--- config.mk ---
export PLATFORM = sky130hd
export DESIGN_NAME = button_conditioner_flat
export DESIGN_NICKNAME = d
export VERILOG_FILES = /design/src/rtl/button_conditioner_if.sv /design/src/rtl/button_conditioner.sv /design/src/flat_wrapper.sv
export SDC_FILE = /design/constraint.sdc
export NUM_CORES = 1
export LEC_CHECK = 0
export CORE_MARGIN = 10
export CORE_UTILIZATION = 55
export DETAILED_ROUTE_END_ITERATION = 7
export PLACE_DENSITY = 0.72
export REMOVE_ABC_BUFFERS = 1
export SLEW_MARGIN = 0
export SYNTH_ARGS = -nofsm -noshare
export SYNTH_HDL_FRONTEND = slang
export SYNTH_SLANG_ARGS = --single-unit
--- constraint.sdc ---
create_clock -name clk -period 5.8 [get_ports clk]
set_input_delay 0.87 -clock clk [delete_from_list [all_inputs] [get_ports clk]]
set_output_delay 0.87 -clock clk [all_outputs]
set_load 0.02 [all_outputs]
--- src/rtl/button_conditioner_if.sv ---
// Bundle of raw button inputs and conditioned outputs for button_conditioner.
interface button_conditioner_if;
    logic btn_inc_raw;
    logic btn_dec_raw;
    logic increment;
    logic decrease;
    logic inc_held;
    logic dec_held;

    modport master (
        output btn_inc_raw,
        output btn_dec_raw,
        input  increment,
        input  decrease,
        input  inc_held,
        input  dec_held
    );

    modport slave (
        input  btn_inc_raw,
        input  btn_dec_raw,
        output increment,
        output decrease,
        output inc_held,
        output dec_held
    );
endinterface

--- src/rtl/button_conditioner.sv ---
// Two-channel button conditioner: synchronize, debounce, auto-repeat and
// arbitrate increment/decrease pulses so that they are never both asserted.
module button_conditioner #(
    parameter int unsigned DEBOUNCE_CYCLES = 500000,
    parameter int unsigned REPEAT_DELAY    = 25000000,
    parameter int unsigned REPEAT_PERIOD   = 10000000,
    parameter bit          REPEAT_ENABLE   = 1'b1,
    parameter bit          ACTIVE_LOW      = 1'b1
) (
    input logic                 clk,
    input logic                 reset,
    button_conditioner_if.slave bus
);

    localparam int unsigned MAX_A = (DEBOUNCE_CYCLES > REPEAT_DELAY) ? DEBOUNCE_CYCLES
                                                                      : REPEAT_DELAY;
    localparam int unsigned MAX_P = (MAX_A > REPEAT_PERIOD) ? MAX_A : REPEAT_PERIOD;
    localparam int unsigned CNT_W = $clog2(MAX_P);

    localparam logic [CNT_W-1:0] DEB_LAST    = CNT_W'(DEBOUNCE_CYCLES - 1);
    localparam logic [CNT_W-1:0] DELAY_LAST  = CNT_W'(REPEAT_DELAY - 1);
    localparam logic [CNT_W-1:0] PERIOD_LAST = CNT_W'(REPEAT_PERIOD - 1);
    localparam logic [1:0]       RAW_RELEASED = {2{ACTIVE_LOW}};

    typedef enum logic [2:0] {
        StIdle,
        StPressWait,
        StHeld,
        StRepeat,
        StReleaseWait
    } state_e;

    // Channel index 0 is increment, 1 is decrease.
    logic [1:0]       sync1_q, sync2_q;
    logic [1:0]       pressed;
    state_e           state_q [2];
    state_e           state_d [2];
    logic [CNT_W-1:0] cnt_q [2];
    logic [CNT_W-1:0] cnt_d [2];
    logic [1:0]       cand;
    logic [1:0]       held_d, held_q;
    logic             inc_q, dec_q;

    always_ff @(posedge clk) begin
        if (reset) begin
            sync1_q <= RAW_RELEASED;
            sync2_q <= RAW_RELEASED;
        end else begin
            sync1_q <= {bus.btn_dec_raw, bus.btn_inc_raw};
            sync2_q <= sync1_q;
        end
    end

    assign pressed = ACTIVE_LOW ? ~sync2_q : sync2_q;

    always_comb begin
        for (int ch = 0; ch < 2; ch++) begin
            state_d[ch] = state_q[ch];
            cnt_d[ch]   = cnt_q[ch];
            cand[ch]    = 1'b0;
            case (state_q[ch])
                StIdle: begin
                    if (pressed[ch]) begin
                        state_d[ch] = StPressWait;
                        cnt_d[ch]   = '0;
                    end
                end
                StPressWait: begin
                    if (!pressed[ch]) begin
                        state_d[ch] = StIdle;
                        cnt_d[ch]   = '0;
                    end else if (cnt_q[ch] == DEB_LAST) begin
                        state_d[ch] = StHeld;
                        cnt_d[ch]   = '0;
                        cand[ch]    = 1'b1;
                    end else begin
                        cnt_d[ch] = cnt_q[ch] + 1'b1;
                    end
                end
                StHeld: begin
                    if (!pressed[ch]) begin
                        state_d[ch] = StReleaseWait;
                        cnt_d[ch]   = '0;
                    end else if (cnt_q[ch] == DELAY_LAST) begin
                        // Without repeat the counter parks here until release.
                        if (REPEAT_ENABLE) begin
                            state_d[ch] = StRepeat;
                            cnt_d[ch]   = '0;
                            cand[ch]    = 1'b1;
                        end
                    end else begin
                        cnt_d[ch] = cnt_q[ch] + 1'b1;
                    end
                end
                StRepeat: begin
                    if (!pressed[ch]) begin
                        state_d[ch] = StReleaseWait;
                        cnt_d[ch]   = '0;
                    end else if (cnt_q[ch] == PERIOD_LAST) begin
                        cnt_d[ch] = '0;
                        cand[ch]  = 1'b1;
                    end else begin
                        cnt_d[ch] = cnt_q[ch] + 1'b1;
                    end
                end
                StReleaseWait: begin
                    if (pressed[ch]) begin
                        state_d[ch] = StHeld;
                        cnt_d[ch]   = '0;
                    end else if (cnt_q[ch] == DEB_LAST) begin
                        state_d[ch] = StIdle;
                        cnt_d[ch]   = '0;
                    end else begin
                        cnt_d[ch] = cnt_q[ch] + 1'b1;
                    end
                end
                default: begin
                    state_d[ch] = StIdle;
                    cnt_d[ch]   = '0;
                end
            endcase
            held_d[ch] = (state_d[ch] == StHeld) || (state_d[ch] == StRepeat) ||
                         (state_d[ch] == StReleaseWait);
        end
    end

    always_ff @(posedge clk) begin
        if (reset) begin
            for (int ch = 0; ch < 2; ch++) begin
                state_q[ch] <= StIdle;
                cnt_q[ch]   <= '0;
            end
            held_q <= 2'b00;
            inc_q  <= 1'b0;
            dec_q  <= 1'b0;
        end else begin
            for (int ch = 0; ch < 2; ch++) begin
                state_q[ch] <= state_d[ch];
                cnt_q[ch]   <= cnt_d[ch];
            end
            held_q <= held_d;
            // Coincident candidates cancel; neither is carried over.
            inc_q  <= cand[0] & ~cand[1];
            dec_q  <= cand[1] & ~cand[0];
        end
    end

    assign bus.increment = inc_q;
    assign bus.decrease  = dec_q;
    assign bus.inc_held  = held_q[0];
    assign bus.dec_held  = held_q[1];

endmodule

--- src/flat_wrapper.sv ---
// flat-port wrapper written by rule: the top's interface ports become plain ports
module button_conditioner_flat 
#(
    parameter int unsigned DEBOUNCE_CYCLES = 500000,
    parameter int unsigned REPEAT_DELAY    = 25000000,
    parameter int unsigned REPEAT_PERIOD   = 10000000,
    parameter bit          REPEAT_ENABLE   = 1'b1,
    parameter bit          ACTIVE_LOW      = 1'b1
)
  (clk, reset, bus_btn_inc_raw, bus_btn_dec_raw, bus_increment, bus_decrease, bus_inc_held, bus_dec_held);
  button_conditioner_if bus_i ();
  input logic clk;
  input logic reset;
  input wire logic [$bits(bus_i.btn_inc_raw)-1:0] bus_btn_inc_raw;
  input wire logic [$bits(bus_i.btn_dec_raw)-1:0] bus_btn_dec_raw;
  output wire logic [$bits(bus_i.increment)-1:0] bus_increment;
  output wire logic [$bits(bus_i.decrease)-1:0] bus_decrease;
  output wire logic [$bits(bus_i.inc_held)-1:0] bus_inc_held;
  output wire logic [$bits(bus_i.dec_held)-1:0] bus_dec_held;
  assign bus_i.btn_inc_raw = bus_btn_inc_raw;
  assign bus_i.btn_dec_raw = bus_btn_dec_raw;
  assign bus_increment = bus_i.increment;
  assign bus_decrease = bus_i.decrease;
  assign bus_inc_held = bus_i.inc_held;
  assign bus_dec_held = bus_i.dec_held;
  button_conditioner #(.DEBOUNCE_CYCLES(DEBOUNCE_CYCLES), .REPEAT_DELAY(REPEAT_DELAY), .REPEAT_PERIOD(REPEAT_PERIOD), .REPEAT_ENABLE(REPEAT_ENABLE), .ACTIVE_LOW(ACTIVE_LOW)) u_core (.clk(clk), .reset(reset), .bus(bus_i));
endmodule
==> results.sh, run 1 <==
export IMPL_worstMarginPinSlew_ns=1.071
export IMPL_busiest_layer="met2"
export IMPL_num_rows=29
export IMPL_final_nets=440
export IMPL_ys_seq_elements=64
export IMPL_drt_iter0_drc=122
export IMPL_ant_nets=0
export IMPL_portBuffers=7
export IMPL_drc=0
export IMPL_peakVddDrop_mv=0.1339
export IMPL_finalHoldViolCount=0
export IMPL_placedInstanceArea_um2=3578
export IMPL_clk_insertion_delay_late_ns=0.35
export IMPL_die_area_um2=9959
export IMPL_numCtsBuffers=9
export IMPL_slew_headroom_pct=28.11
export IMPL_syn_area_per_cell_um2=7.959
export IMPL_num_vias=3159
export IMPL_maxClockFrequency_mhz=294.2
export IMPL_setup_viol=0
export IMPL_dp_hpwl_um=5589
export IMPL_cts_tree="done"
export IMPL_h_tree_depth=3
export IMPL_worst_slack_ns=2.401
export IMPL_ys_top_cells_by_area="dfxtp_1 (37%), nor2_1 (6.0%), nand2_1 (5.3%), xor2_1 (4.3%), nand3_1 (3.4%)"
export IMPL_p_per_area_nw_per_um2=227.3
export IMPL_synth_edf_count=0
export IMPL_antenna_found_initial=0
export IMPL_clock_sinks=64
export IMPL_hp_class="reg -> reg"
export IMPL_wl_per_cell_um=15.17
export IMPL_die_w_um=99.80
export IMPL_cp_end_kind="flop"
export IMPL_cp_data_arrival_time_ns=3.60
export IMPL_drive_above_1_share_pct=7.745
export IMPL_cp_start_kind="primary input"
export IMPL_ctsLongestPathBuffers=2
export IMPL_io_pins=8
export IMPL_grt_pass1_vias=3004
export IMPL_yosysMostFrequentCell="dfxtp_1"
export IMPL_cp_max_fo=27
export IMPL_cap_violations=0
export IMPL_finClkSkew_ns=0.007480
export IMPL_final_cell_area_um2=3775
export IMPL_finalCriticalPeriod_ns=3.399
export IMPL_areaGrowthSynthToFinish_pct=7.788
export IMPL_synth_warnings=0
export IMPL_overflow=0
export IMPL_finalCritPeriodShare_pct=58.61
export IMPL_leakagePower_nw=1.202
export IMPL_finalSetupTns_ns=0
export IMPL_chipHeight_um=99.80
export IMPL_grt_setup_unrepaired="no"
export IMPL_cts_setup_buffers=0
export IMPL_initial_core_util_pct=55.79
export IMPL_async_reset_ff_share_pct=0
export IMPL_path_clk_slew_ns=0.08
export IMPL_yosys_top_cells_count="dfxtp_1 (64), nor2_1 (56), nand2_1 (49), nand3_1 (24), clkbuf_1 (22)"
export IMPL_use_met3_pct=3.091
export IMPL_yosys_area_top_type="dfxtp_1"
export IMPL_cts_hold_buf=0
export IMPL_grtUsageMet1_pct=20.39
export IMPL_vias_per_cell=6.122
export IMPL_ctsRootBufferMaster="clkbuf_8"
export IMPL_num_antenna_cells=0
export IMPL_synth_flop_cell="dfxtp_1"
export IMPL_place_congestion=0.9230
export IMPL_worstPathRequired_ns=6.00
export IMPL_syn_inst=440
export IMPL_netlist_area_um2=3502
export IMPL_routed_wl_um=7828
export IMPL_ys_seq_area_share_pct=36.58
export IMPL_synth_top_cell_area_share_pct=36.58
export IMPL_maxSlewViolCount=0
export IMPL_grt_start_max_net_pins=28
export IMPL_core_area_um2=6277
export IMPL_dr_pass1_iters=5
export IMPL_post_place_ws_ns=2.018
export IMPL_grt_pass1_wl_um=13860
export IMPL_grt_util_all_layers_pct=16.42
export IMPL_post_cts_resize_count=0
export IMPL_critPathKind="in -> reg"
export IMPL_power_total_mw=0.8579
export IMPL_hold_slack_ns=0.4060
export IMPL_status="complete, no violations"
export IMPL_post_synth_num_cell_types=58
export IMPL_grt_util_met2_pct=26.38
## layout make-up
class | instances | area, µm²
clock buffers | 10 | 127.6
clock inverters | 6 | 68.82
inverters | 8 | 30.03
flip-flops and latches | 64 | 1281
well taps | 77 | 96.34
fillers | 596 | 2502
multi-input cells | 342 | 2086
repair buffers | 9 | 85.08
## placed cells by master (no fill, tap or decap), drive strengths merged, types with 4 or more instances in the layout
cell type      Yosys  layout
dfxtp             64      64
nor2              56      56
nand2             49      49
nand3             24      24
nor4              18      18
xor2              17      17
nand4             16      16
a21oi             16      16
nor3              14      14
o21ai             13      13
xnor2             10      10
clkbuf            22      10
and2               9       9
inv                7       8
and3               7       7
nor2b              7       7
clkdlybuf4s50      0       7
or2                7       7
nor4b              7       7
and4               6       6
a31oi              6       6
nor3b              5       5
or4                4       4
o221ai             4       4
o31ai              4       4
clkinv             1       4
## flip-flops by register name, summed over array words and instances, names as in the netlist
| register | cells |
|---|---|
| u_core.bus.decrease | 1 |
| u_core.bus.increment | 1 |
| u_core.cnt_q | 50 |
| u_core.held_q | 2 |
| u_core.state_q | 6 |
| u_core.sync1_q | 2 |
| u_core.sync2_q | 2 |
## per-layer routing
metal / part of all wire [%] / wire length [µm]
met1: 46 / 3590
met2: 48 / 3772
met3: 3.6 / 284
met4: 2.3 / 181
met5: 0 / 0
## through the flow
step	utilization, %	std cells
after global placement	57.01	500
final	60.14	516
after global routing	60.14	516
after CTS	60.14	516
after floorplan	-	414
after detailed placement	57.01	500
## worst paths after layout
check / cells after the start / slack (ns) / startpoint / to
setup / recovery: 4 / 2.40 / reset / u_core.cnt_q[0][7]$_SDFFE_PP0P_
hold / removal: 1 / 0.41 / u_core.sync1_q[1]$_SDFF_PP1_ / u_core.sync2_q[1]$_SDFF_PP1_
setup reg to reg: 8 / 2.62 / u_core.cnt_q[0][0]$_SDFFE_PP0P_ / u_core.cnt_q[0][7]$_SDFFE_PP0P_
hold reg to reg: 1 / 0.41 / u_core.sync1_q[1]$_SDFF_PP1_ / u_core.sync2_q[1]$_SDFF_PP1_
## logic make-up after synthesis
family | count (synthesis) | share of synthesized area [%]
simple gates | 245 | 37.94
buf+inv | 34 | 4.037
flops | 64 | 36.58
fa+ha+maj | 2 | 0.7144
xor+xnor | 27 | 6.752
compound gates | 68 | 13.97
## where the power goes
part           switching (mW)  internal [mW]
registers             0.00250          0.441
clock network           0.188          0.201
logic                  0.0174        0.00801
## worst max-delay path: stages
cell and delay [ns]:
clkdlybuf4s50_1 1.04, clkinv_1 0.74, o21ai_1 0.82, nor2_1 0.12
No activity file was read; power rests on OpenSTA's default activity.
==> run 2: changes to the inputs <==
--- a/config.mk
+++ b/config.mk
@@ -8,7 +8,7 @@
 export CORE_MARGIN = 10
 export CORE_UTILIZATION = 55
 export DETAILED_ROUTE_END_ITERATION = 7
-export PLACE_DENSITY = 0.72
+export PLACE_DENSITY = 0.75
 export REMOVE_ABC_BUFFERS = 1
 export SLEW_MARGIN = 0
 export SYNTH_ARGS = -nofsm -noshare
==> constraint.sdc (replaced) <==
create_clock -name clk -period 2.79 [get_ports clk]
set_input_delay 0.4185 -clock clk [delete_from_list [all_inputs] [get_ports clk]]
set_output_delay 0.4185 -clock clk [all_outputs]
set_load 0.02 [all_outputs]
==> run 2 against run 1 <==
  * Combinational power is 140% higher
  * First-iteration DRC count is 26% higher
  * Largest power group unchanged
  * Global-route usage is 0.19 points higher
==> results.sh, run 2 (synthesis gave the netlist of run 1 again) <==
export IMPL_cap_violations=0
export IMPL_worstPathRequired_ns=3.03
export IMPL_final_nets=449
export IMPL_peakVddDrop_mv=0.3274
export IMPL_slowest_stage="or3b_2"
export IMPL_core_area_um2=6277
export IMPL_post_cts_resize_count=0
export IMPL_antenna_found_initial=0
export IMPL_num_vias=3263
export IMPL_maxSlewViolCount=0
export IMPL_hp_class="reg -> reg"
export IMPL_path_clk_slew_ns=0.07
export IMPL_cp_start_kind="flop"
export IMPL_top_register="u_core.cnt_q"
export IMPL_fin_cells=525
export IMPL_finalCritPeriodShare_pct=90.33
export IMPL_chipHeight_um=99.80
export IMPL_numCtsBuffers=9
export IMPL_leakagePower_nw=1.250
export IMPL_h_tree_depth=3
export IMPL_cp_end_kind="flop"
export IMPL_overflow=0
export IMPL_met1Wirelength_um=3581
export IMPL_dr_pass1_iters=5
export IMPL_cts_hold_buf=0
export IMPL_cts_tree="done"
export IMPL_num_antenna_cells=0
export IMPL_max_stage_delay_ns=0.48
export IMPL_worstMarginPinSlew_ns=0.7210
export IMPL_ant_nets=0
export IMPL_reg_largest_list="u_core.cnt_q x50, u_core.state_q x6"
export IMPL_fill_cells=555
export IMPL_crit_chain="or3b_2, nor4b_1, a311oi_1, a32o_1, o31ai_4, buf_4, nor2_1"
export IMPL_status="complete, no violations"
export IMPL_maxClockFrequency_mhz=396.8
export IMPL_cp_data_arrival_time_ns=2.76
export IMPL_setup_viol=0
export IMPL_ctsLongestPathBuffers=2
export IMPL_grt_util_all_layers_pct=16.61
export IMPL_largest_register_ffs=50
export IMPL_grt_start_max_net_pins=27
export IMPL_routed_wl_um=8186
export IMPL_drive_above_1_share_pct=9.598
export IMPL_die_area_um2=9959
export IMPL_drt_iter0_drc=154
export IMPL_post_place_ws_ns=0.3244
export IMPL_finalCriticalPeriod_ns=2.520
export IMPL_critPathBufInv=1
export IMPL_portBuffers=7
export IMPL_finalHoldViolCount=0
export IMPL_clock_sinks=64
export IMPL_initial_core_util_pct=55.79
export IMPL_critPathTopFamily="simple AND/OR/NAND/NOR gates"
export IMPL_finalSetupTns_ns=0
export IMPL_die_w_um=99.80
export IMPL_p_per_area_nw_per_um2=463.5
export IMPL_wl_met3_um=423
export IMPL_final_cell_mix="dfxtp_1 (64), nor2_1 (56), nand2_1 (49)"
export IMPL_grt_pass1_vias=3021
export IMPL_critPathKind="reg -> reg"
export IMPL_slew_headroom_pct=51.49
export IMPL_finish_utilization_pct=61.23
export IMPL_grt_setup_unrepaired="no"
export IMPL_areaGrowthSynthToFinish_pct=9.754
export IMPL_highest_layer="met4"
export IMPL_drc=0
export IMPL_dpl_cell_count=509
export IMPL_wl_per_cell_um=15.59
export IMPL_place_congestion=0.8989
export IMPL_num_rows=29
export IMPL_ctsRootBufferMaster="clkbuf_8"
export IMPL_route_met2_wl_um=3933
export IMPL_power_total_mw=1.782
export IMPL_final_common_cell="dfxtp_1"
export IMPL_clk_insertion_delay_late_ns=0.35
export IMPL_finClkSkew_ns=0.005950
export IMPL_io_pins=8
export IMPL_worst_slack_ns=0.2697
export IMPL_cts_setup_buffers=0
export IMPL_dp_hpwl_um=5802
export IMPL_cp_max_fo=14
export IMPL_grt_pass1_wl_um=13970
export IMPL_vias_per_cell=6.215
## run 2: cell count changes in the layout (fill, tap and decap cells not counted)
cell      before  now
buf_4          2   11
clkbuf_8       9   10
clkinv_4       2    1
inv_6          1    0
clkinv_2       1    2
## run 2: worst paths after layout
| path | from | end | slack [ns] | depth (start not counted) |
|---|---|---|---|---|
| min reg2reg | u_core.sync1_q[0]$_SDFF_PP1_ | u_core.sync2_q[0]$_SDFF_PP1_ | 0.41 | 1 |
| max reg2reg | u_core.cnt_q[0][33]$_SDFFE_PP0P_ | u_core.cnt_q[0][33]$_SDFFE_PP0P_ | 0.27 | 7 |
| min | u_core.sync1_q[0]$_SDFF_PP1_ | u_core.sync2_q[0]$_SDFF_PP1_ | 0.41 | 1 |
| max | u_core.cnt_q[0][33]$_SDFFE_PP0P_ | u_core.cnt_q[0][33]$_SDFFE_PP0P_ | 0.27 | 7 |
## run 2: per-stage QoR
stage,area [µm²],hold WS (ns)
floorplan,3391,0.3895
global placement,3646,0.3924
detailed placement,3646,0.3969
CTS,3844,0.4136
global route,3844,0.4259
finish,3844,0.4124
## run 2: worst reg2reg max path: stages (launching register included)
cell	delay, ns
dfxtp_1	0.37
or3b_2	0.48
nor4b_1	0.44
a311oi_1	0.19
a32o_1	0.41
o31ai_4	0.23
buf_4	0.23
nor2_1	0.08
## run 2: report_power, final
group	internal, mW	switching (mW)	total, mW
logic	0.0213	0.0386	0.0599
clock network	0.435	0.364	0.800
registers	0.917	0.00506	0.922
total	1.37	0.408	1.78
## run 2: area by class of cell
cell class | instances | area, µm² | area share (%)
clock buffer | 11 | 141.4 | 3.678
tap | 77 | 96.34 | 2.507
multi-input combinational | 342 | 2086 | 54.26
clock inverter | 5 | 56.30 | 1.465
timing repair buffer | 18 | 152.6 | 3.971
sequential | 64 | 1281 | 33.33
inverter | 8 | 30.03 | 0.7812
## run 2: layer usage
| layer | up-vias | global-route usage [%] |
|---|---|---|
| li1 | 1602 | - |
| met1 | 1514 | 19.42 |
| met2 | 115 | 27.33 |
| met3 | 32 | 3.777 |
| met4 | 0 | 9.482 |
| met5 | - | 0 |
==> run 3: changes to the inputs <==
--- a/config.mk
+++ b/config.mk
@@ -9,7 +9,6 @@
 export CORE_UTILIZATION = 55
 export DETAILED_ROUTE_END_ITERATION = 7
 export PLACE_DENSITY = 0.75
-export REMOVE_ABC_BUFFERS = 1
 export SLEW_MARGIN = 0
 export SYNTH_ARGS = -nofsm -noshare
 export SYNTH_HDL_FRONTEND = slang
==> run 3 against run 2 <==
  * Critical path depth did not move
  * Sequential cell count did not move
  * Register-to-register slack got worse by 0.07 ns
  * Setup slack got worse by 0.068 ns
  * Design area rose by 1.4%
==> results.sh, run 3 (synthesis gave the netlist of run 1 again) <==
export IMPL_clk_insertion_delay_late_ns=0.34
export IMPL_grt_start_max_net_pins=27
export IMPL_p_per_area_nw_per_um2=503.6
export IMPL_grt_setup_unrepaired="no"
export IMPL_maxSlewViolCount=0
export IMPL_num_rows=29
export IMPL_cp_end_kind="flop"
export IMPL_worstMarginPinSlew_ns=0.7986
export IMPL_largest_register_ffs=50
export IMPL_cp_max_fo=14
export IMPL_finalHoldViolCount=0
export IMPL_die_w_um=99.80
export IMPL_final_common_cell="dfxtp_1"
export IMPL_drt_iter0_drc=224
export IMPL_initial_core_util_pct=55.79
export IMPL_place_congestion=0.8904
export IMPL_grt_pass1_wl_um=14330
export IMPL_fill_cells=545
export IMPL_slew_headroom_pct=46.35
export IMPL_antenna_found_initial=0
export IMPL_finClkSkew_ns=0.007523
export IMPL_finish_utilization_pct=62.07
export IMPL_post_cts_resize_count=0
export IMPL_critPathKind="reg -> reg"
export IMPL_cts_setup_buffers=0
export IMPL_drive_above_1_share_pct=10.02
export IMPL_ctsLongestPathBuffers=2
export IMPL_final_seq_area_um2=1281
export IMPL_worstPathRequired_ns=3.02
export IMPL_status="complete, no violations"
export IMPL_ant_nets=0
export IMPL_top_register="u_core.cnt_q"
export IMPL_chipHeight_um=99.80
export IMPL_multi_input_area_um2=2086
export IMPL_dp_hpwl_um=5962
export IMPL_clock_sinks=64
export IMPL_routed_wl_um=8414
export IMPL_final_cell_mix="dfxtp_1 (64), nor2_1 (56), nand2_1 (49)"
export IMPL_core_area_um2=6277
export IMPL_num_vias=3292
export IMPL_num_antenna_cells=0
export IMPL_final_nets=450
export IMPL_cts_tree="done"
export IMPL_leakagePower_nw=1.272
export IMPL_power_total_mw=1.962
export IMPL_die_area_um2=9959
export IMPL_reg_largest_list="u_core.cnt_q x50, u_core.state_q x6"
export IMPL_grt_pass1_vias=3092
export IMPL_cp_data_arrival_time_ns=2.81
export IMPL_path_clk_slew_ns=0.07
export IMPL_wl_per_cell_um=16.00
export IMPL_grt_util_all_layers_pct=17.11
export IMPL_drc=0
export IMPL_portBuffers=7
export IMPL_hold_depth=1
export IMPL_dr_pass1_iters=5
export IMPL_hp_class="reg -> reg"
export IMPL_h_tree_depth=3
export IMPL_cts_hold_buf=0
export IMPL_synth_nets=446
export IMPL_cp_start_kind="flop"
export IMPL_numCtsBuffers=9
export IMPL_finalCriticalPeriod_ns=2.588
export IMPL_overflow=0
export IMPL_cap_violations=0
export IMPL_setup_viol=0
export IMPL_areaGrowthSynthToFinish_pct=11.25
export IMPL_maxClockFrequency_mhz=386.4
export IMPL_ctsRootBufferMaster="clkbuf_8"
export IMPL_ff2ff_path_depth=7
export IMPL_vias_per_cell=6.259
export IMPL_peakVddDrop_mv=0.4829
export IMPL_finalCritPeriodShare_pct=92.75
export IMPL_finalSetupTns_ns=0
export IMPL_io_pins=8
[run 3: cell count changes in the layout (fill, tap and decap cells not counted), sizes merged]
cell,previous run,this run
buf,11,12
clkinvlp,1,2
clkbuf,11,9
inv,7,8
bufinv,1,3
clkinv,4,2
[run 3: final timing paths]
kind / startpoint / to / slack (ns)
max: u_core.cnt_q[0][49]$_SDFFE_PP0P_ / u_core.cnt_q[0][36]$_SDFFE_PP0P_ / 0.20
min: u_core.sync1_q[0]$_SDFF_PP1_ / u_core.sync2_q[0]$_SDFF_PP1_ / 0.41
min reg2reg: u_core.sync1_q[0]$_SDFF_PP1_ / u_core.sync2_q[0]$_SDFF_PP1_ / 0.41
max reg2reg: u_core.cnt_q[0][49]$_SDFFE_PP0P_ / u_core.cnt_q[0][36]$_SDFFE_PP0P_ / 0.20
[run 3: through the flow]
step | cells | hold WS, ns | setup slack, ns | area (µm²)
3_5_place_dp | 510 | 0.3978 | 0.2764 | 3654
3_3_place_gp | 510 | 0.3917 | 0.3856 | 3654
2_1_floorplan | 440 | 0.3895 | 0.5449 | 3502
5_1_grt | 526 | 0.4250 | 0.02102 | 3896
4_1_cts | 526 | 0.4155 | 0.2351 | 3896
6_report | 526 | 0.4136 | 0.2022 | 3896
[run 3: worst max-delay path: stages (launching register included)]
cell and delay [ns]:
dfxtp_1 0.40, or3b_2 0.46, nor4b_1 0.46, a311oi_1 0.20, a32o_1 0.42, o31ai_4 0.23, buf_4 0.23, nor2_1 0.08
[run 3: power breakdown]
group / internal (mW) / total, mW / switching (mW)
sequential: 0.917 / 0.922 / 0.00502
combinational: 0.0213 / 0.0605 / 0.0392
clock: 0.595 / 0.980 / 0.385
total: 1.53 / 1.96 / 0.429
[run 3: area by class of cell]
type                    count  share of cell area [%]
clock buffers               9                   3.179
clock inverters             7                   3.051
inverters                   8                  0.7707
multi-input cells         342                   53.53
flip-flops and latches     64                   32.88
well taps                  77                   2.473
repair buffers             19                   4.110
[run 3: metal layers]
| metal | vias up | wire [µm] | share of wire [%] | global-route usage, % |
|---|---|---|---|---|
| met5 | - | 0 | 0 | 0 |
| met4 | 0 | 247 | 2.9 | 8.490 |
| met3 | 22 | 494 | 5.9 | 3.709 |
| met2 | 130 | 4128 | 49 | 28.87 |
| met1 | 1529 | 3543 | 42 | 19.99 |
| li1 | 1611 | - | - | - |
